`src/rtl/muldiv_sequencer.sv`:
```
// Iterative signed multiply/divide unit holding the Hi/Lo result pair.
// Radix-2 Booth multiply and restoring divide, one step per clock, 32 steps each.
module muldiv_sequencer #(
    parameter int WIDTH = 32,
    parameter int CNT_W = 6
) (
    input  logic             clk,
    input  logic             reset,
    input  logic             mult_start,
    input  logic             div_start,
    input  logic [WIDTH-1:0] op_a,
    input  logic [WIDTH-1:0] op_b,
    output logic             busy,
    output logic             done,
    output logic             hi_lo_write,
    output logic             div_zero,
    output logic [WIDTH-1:0] hi_out,
    output logic [WIDTH-1:0] lo_out
);

    typedef enum logic [2:0] {
        S_IDLE,
        S_MULT,
        S_DIV,
        S_FINISH,
        S_DZERO
    } state_t;

    state_t             state_q, state_d;
    logic [CNT_W-1:0]   cnt_q, cnt_d;
    logic [WIDTH:0]     acc_q, acc_d;
    logic [WIDTH-1:0]   q_q, q_d;
    logic               q1_q, q1_d;
    logic [WIDTH-1:0]   mcand_q, mcand_d;
    logic               neg_quo_q, neg_quo_d;
    logic               neg_rem_q, neg_rem_d;
    logic [WIDTH-1:0]   hi_q, hi_d;
    logic [WIDTH-1:0]   lo_q, lo_d;

    logic [WIDTH:0]     mcand_ext;
    logic [WIDTH:0]     booth_sum;
    logic [WIDTH:0]     div_shift;
    logic [WIDTH:0]     div_trial;
    logic               last_step;

    // The accumulator is one bit wider than the operands so that adding or
    // subtracting the most negative multiplicand cannot overflow mid-Booth.
    always_comb begin
        mcand_ext = {mcand_q[WIDTH-1], mcand_q};
        booth_sum = acc_q;
        case ({q_q[0], q1_q})
            2'b01:   booth_sum = acc_q + mcand_ext;
            2'b10:   booth_sum = acc_q - mcand_ext;
            default: booth_sum = acc_q;
        endcase
        div_shift = {acc_q[WIDTH-1:0], q_q[WIDTH-1]};
        div_trial = div_shift - {1'b0, mcand_q};
        last_step = (cnt_q == CNT_W'(WIDTH));
    end

    always_comb begin
        state_d   = state_q;
        cnt_d     = cnt_q;
        acc_d     = acc_q;
        q_d       = q_q;
        q1_d      = q1_q;
        mcand_d   = mcand_q;
        neg_quo_d = neg_quo_q;
        neg_rem_d = neg_rem_q;
        hi_d      = hi_q;
        lo_d      = lo_q;

        case (state_q)
            S_IDLE: begin
                if (mult_start) begin
                    acc_d   = '0;
                    q_d     = op_b;
                    q1_d    = 1'b0;
                    mcand_d = op_a;
                    cnt_d   = '0;
                    state_d = S_MULT;
                end else if (div_start) begin
                    if (op_b == '0) begin
                        state_d = S_DZERO;
                    end else begin
                        acc_d     = '0;
                        q_d       = op_a[WIDTH-1] ? -op_a : op_a;
                        mcand_d   = op_b[WIDTH-1] ? -op_b : op_b;
                        neg_quo_d = op_a[WIDTH-1] ^ op_b[WIDTH-1];
                        neg_rem_d = op_a[WIDTH-1];
                        cnt_d     = '0;
                        state_d   = S_DIV;
                    end
                end
            end
            S_MULT: begin
                if (last_step) begin
                    hi_d    = acc_q[WIDTH-1:0];
                    lo_d    = q_q;
                    state_d = S_FINISH;
                end else begin
                    acc_d = {booth_sum[WIDTH], booth_sum[WIDTH:1]};
                    q_d   = {booth_sum[0], q_q[WIDTH-1:1]};
                    q1_d  = q_q[0];
                    cnt_d = cnt_q + 1'b1;
                end
            end
            S_DIV: begin
                // Magnitudes were divided; signs are applied as the result is committed.
                if (last_step) begin
                    lo_d    = neg_quo_q ? -q_q : q_q;
                    hi_d    = neg_rem_q ? -acc_q[WIDTH-1:0] : acc_q[WIDTH-1:0];
                    state_d = S_FINISH;
                end else begin
                    if (div_trial[WIDTH]) begin
                        acc_d = div_shift;
                        q_d   = {q_q[WIDTH-2:0], 1'b0};
                    end else begin
                        acc_d = div_trial;
                        q_d   = {q_q[WIDTH-2:0], 1'b1};
                    end
                    cnt_d = cnt_q + 1'b1;
                end
            end
            S_FINISH: state_d = S_IDLE;
            S_DZERO:  state_d = S_IDLE;
            default:  state_d = S_IDLE;
        endcase
    end

    always_ff @(posedge clk or negedge reset) begin
        if (!reset) begin
            state_q   <= S_IDLE;
            cnt_q     <= '0;
            acc_q     <= '0;
            q_q       <= '0;
            q1_q      <= 1'b0;
            mcand_q   <= '0;
            neg_quo_q <= 1'b0;
            neg_rem_q <= 1'b0;
            hi_q      <= '0;
            lo_q      <= '0;
        end else begin
            state_q   <= state_d;
            cnt_q     <= cnt_d;
            acc_q     <= acc_d;
            q_q       <= q_d;
            q1_q      <= q1_d;
            mcand_q   <= mcand_d;
            neg_quo_q <= neg_quo_d;
            neg_rem_q <= neg_rem_d;
            hi_q      <= hi_d;
            lo_q      <= lo_d;
        end
    end

    assign busy        = (state_q == S_MULT) || (state_q == S_DIV);
    assign done        = (state_q == S_FINISH);
    assign hi_lo_write = (state_q == S_FINISH);
    assign div_zero    = (state_q == S_DZERO);
    assign hi_out      = hi_q;
    assign lo_out      = lo_q;

endmodule

```
`config.mk`:
```
export PLATFORM = sky130hd
export DESIGN_NAME = muldiv_sequencer
export DESIGN_NICKNAME = d
export VERILOG_FILES = /design/src/rtl/muldiv_sequencer.sv
export SDC_FILE = /design/constraint.sdc
export NUM_CORES = 1
export LEC_CHECK = 0
export CELL_PAD_IN_SITES_DETAIL_PLACEMENT = 0
export CELL_PAD_IN_SITES_GLOBAL_PLACEMENT = 1
export CORE_ASPECT_RATIO = 0.7
export CORE_MARGIN = 3
export CORE_UTILIZATION = 30
export CTS_CLUSTER_SIZE = 30
export DETAILED_ROUTE_END_ITERATION = 8
export PLACE_DENSITY = 0.59
export SYNTH_ARGS = -nofsm -noshare
export SYNTH_HDL_FRONTEND = slang
export SYNTH_SLANG_ARGS = --single-unit
export TNS_END_PERCENT = 30
```
`constraint.sdc`:
```
create_clock -name clk -period 6 [get_ports clk]
set_clock_uncertainty 0.2 [all_clocks]
set_input_delay 0.9 -clock clk [delete_from_list [all_inputs] [get_ports clk]]
set_output_delay 0.9 -clock clk [all_outputs]
set_load 0.1 [all_outputs]
```
==> summary.txt <==
Drt
  – DR vias: 14400
  – DRT iter0 DRCs: 1413
  – Vias per cell: 5.44
  – Number of iterations in the first detailed-routing pass: 6
  – Wirelength, routed: 55900 um
  – Wire length per cell: 21.1 um
  – Post-route DRC violation count: 0
  – Routed Antenna Nets: 0

Synthesis
  – Yosys top cell area share: 29.6%
  – Post-Synthesis Cells: 1906
  – #FFs+latches synth: 173
  – Top cells by area, synth: dfrtp_1, o21ai_0, xnor2_1, nand2_1, ha_1
  – Yosys top cell by area: dfrtp_1
  – Sequential fraction of the synthesis area: 29.6%
  – Synth Warn #: 0
  – EDFF count, synth: 0
  – Syn_nets: 2049
  – Netlist cell types: 67
  – Post-synthesis cell area: 14600 um^2
  – Mean Syn Cell Area: 7.68 um^2
  – Ys async rst share: 100%
  – Post-synth top flop: dfrtp_1

Worst setup path
  – CP Data Arrival Time: 5450 ps
  – CP Buf/Inv Count: 5
  – Worst Path Required: 6140 ps
  – Slowest CP cell: a211oi_1
  – Crit. End Element: flop
  – CP top delay family: compound AO/OA/AOI/OAI gates
  – CP max FO: 15
  – Critical Setup Path Class: flop to flop
  – Worst path cell trace: inv_1 -> ha_1 -> inv_1 -> fa_1 -> a211oi_1 -> o21ai_0 -> nand3_1 -> a211oi_1 -> o21ai_0 -> o31ai_1 -> a31oi_1 -> o21ai_0 -> nand3_1 -> nand2_1 -> ha_1 -> buf_4 -> inv_1 -> nor2_1 -> buf_4 -> a222oi_1 -> a31oi_1
  – Setup crit start kind: flop
  – Crit-path max cell delay: 580 ps

Place
  – Dpl cells: 2617
  – Placer congestion estimate: 0.898
  – DP HPWL: 43700 um
  – Post-DP Area: 16700 um^2
  – IO buf count: 135
  – Dpl ws: 816 ps

Timing
  – Endpoints failing setup: 0
  – Max Transition Viols Final: 0
  – Final setup margin: 687 ps
  – Worst Max-Slew Pin Slew: 1030 ps
  – Total negative slack: 0 ps
  – RSZ-0062 raised after global routing: no
  – Final min period: 5310 ps
  – Fin. Hold Viols: 0
  – Fmax: 188 MHz
  – Final Cycle Share: 88.6%
  – Worst rel slew slack: 31.0%

GRT
  – First-pass GRT wire length: 85800 um
  – Vias in the first global route: 13600
  – GR Util All Layers: 21.7%
  – Aggregate global routing overflow: 0
  – Initial antenna violation count: 0
  – Largest net degree at the start of global routing: 82

Clock network
  – Clock tree buffer depth: 2
  – Post_cts resized: 0
  – Clock buffer count from CTS: 17
  – CTS tree: done
  – Clock sink count: 173
  – Worst-path clk slew: 80 ps
  – Clk_lat worst skew: 470 ps
  – H-tree lvl count: 4
  – Post-CTS Hold Buffers: 0
  – Clock Root Buffer: clkbuf_16
  – # Post-CTS Setup Buffers: 0

Floorplanning
  – Io pins: 136
  – CORE AREA: 48000 um^2
  – Cell Rows: 67
  – Die ar.: 51500 um^2
  – Die height: 191 um
  – Initial core utilization: 30.5%
  – Chip width: 270 um

Worst hold path
  – HP Class: primary input to async pin

Final layout
  – Layout Cells excl Fill: 2650
  – Layout Nets: 2124
  – Finished layout cell area: 17300 um^2
  – Layout fillers: 5080
  – Area Growth Syn to Fin: 18.2%
  – Ratio of cells with drive above 1 in the final layout: 4.71%

Outcome
  – Status: finished clean

Run
  – Max-cap violations: 0
## metal layers
layer / vias up / track usage (%) / routed length, um / share of wire (%)
met2: 483 / 29.3 / 21400 / 38
met4: 0 / 2.86 / 319 / 0.57
met5: - / 0 / 0 / 0
met1: 6916 / 35.0 / 29800 / 53
met3: 20 / 4.70 / 4370 / 7.8
li1: 6993 / - / - / -
## synthesized netlist by cell type (all sizes together) (9+ instances only)
cell      n
a211oi   17
a21o     31
a21oi   175
a221oi   10
a222oi   27
a31oi    32
and2     14
and3     14
buf      11
clkbuf  106
dfrtp   173
ha       73
inv      68
mux2i    12
nand2   247
nand2b   13
nand3    23
nor2    181
nor2b     9
nor3     30
nor4     22
o21a     15
o21ai   221
o221ai   10
o22ai    11
o31ai    24
o41ai    12
or3      14
or4      16
xnor2   109
xor2     93
## sequential cells by signal, summed over array words and instances, names as in the netlist, 3 cells and up
signal   count
lo_out      32
cnt_q        6
q_q         32
hi_out      32
state_q      3
mcand_q     32
acc_q       33
## per-stage QoR
stage	hold WS (ps)	util, %
after detailed placement	270	34.7
after CTS	288	36.0
final	277	36.0
after global placement	266	34.7
after global routing	307	36.0
after floorplan	251	-
## final cells by class
| class | count | area [um^2] | share of cell area (%) |
|---|---|---|---|
| Multi-Input combinational cell | 1547 | 9620 | 55.6 |
| Clock inverter | 13 | 166 | 0.962 |
| Tap cell | 655 | 820 | 4.74 |
| Sequential cell | 173 | 4330 | 25.0 |
| Timing Repair Buffer | 173 | 1660 | 9.60 |
| Inverter | 69 | 259 | 1.50 |
| Clock buffer | 19 | 443 | 2.56 |
| Antenna cell | 1 | 2.50 | 0.0145 |
## logic make-up (layout without fill, tap and decap cells)
kind of cell	after synthesis	after routing	synth area share, %
AOI/OAI and AO/OA	642	642	26.9
muxes	16	16	1.13
buffers and inverters	186	274	4.80
other	0	1	0
DFF	173	173	29.6
adders and majority gates	75	75	6.52
xor gates and xnor gates	202	202	12.1
and+or+nand+nor	612	612	18.9
## path summary, 6_finish.rpt
| kind | from | to | slack [ps] | cells after the start |
|---|---|---|---|---|
| setup reg to reg | q_q[31] | acc_q[24] | 690 | 21 |
| hold reg to reg | lo_out[23] | lo_out[23] | 280 | 2 |
| max in group asynchronous | reset | acc_q[24] | 4030 | 2 |
| setup / recovery | q_q[31] | acc_q[24] | 690 | 21 |
| min in group clk | lo_out[23] | lo_out[23] | 280 | 2 |
| hold / removal | reset | lo_out[17] | 280 | 1 |
## layout by cell type, fill, tap and decap left out, drive strengths merged, types with 10 or more instances in the layout
cell,count
a21oi,175
dfrtp,173
xnor2,109
a222oi,27
buf,40
inv,76
o41ai,12
nor3,30
or4,16
nand3,23
nor2,181
o21ai,221
and2,14
a221oi,10
mux2i,12
clkdlybuf4s50,133
or3,14
xor2,93
o22ai,11
o221ai,10
nor4,22
a21o,31
a211oi,17
and3,14
nand2,247
clkbuf,19
o31ai,24
ha,73
a31oi,32
nand2b,13
o21a,15
Power is not shown: default switching activity piles up to over one toggle a cycle in this logic, so the estimate is an artifact.
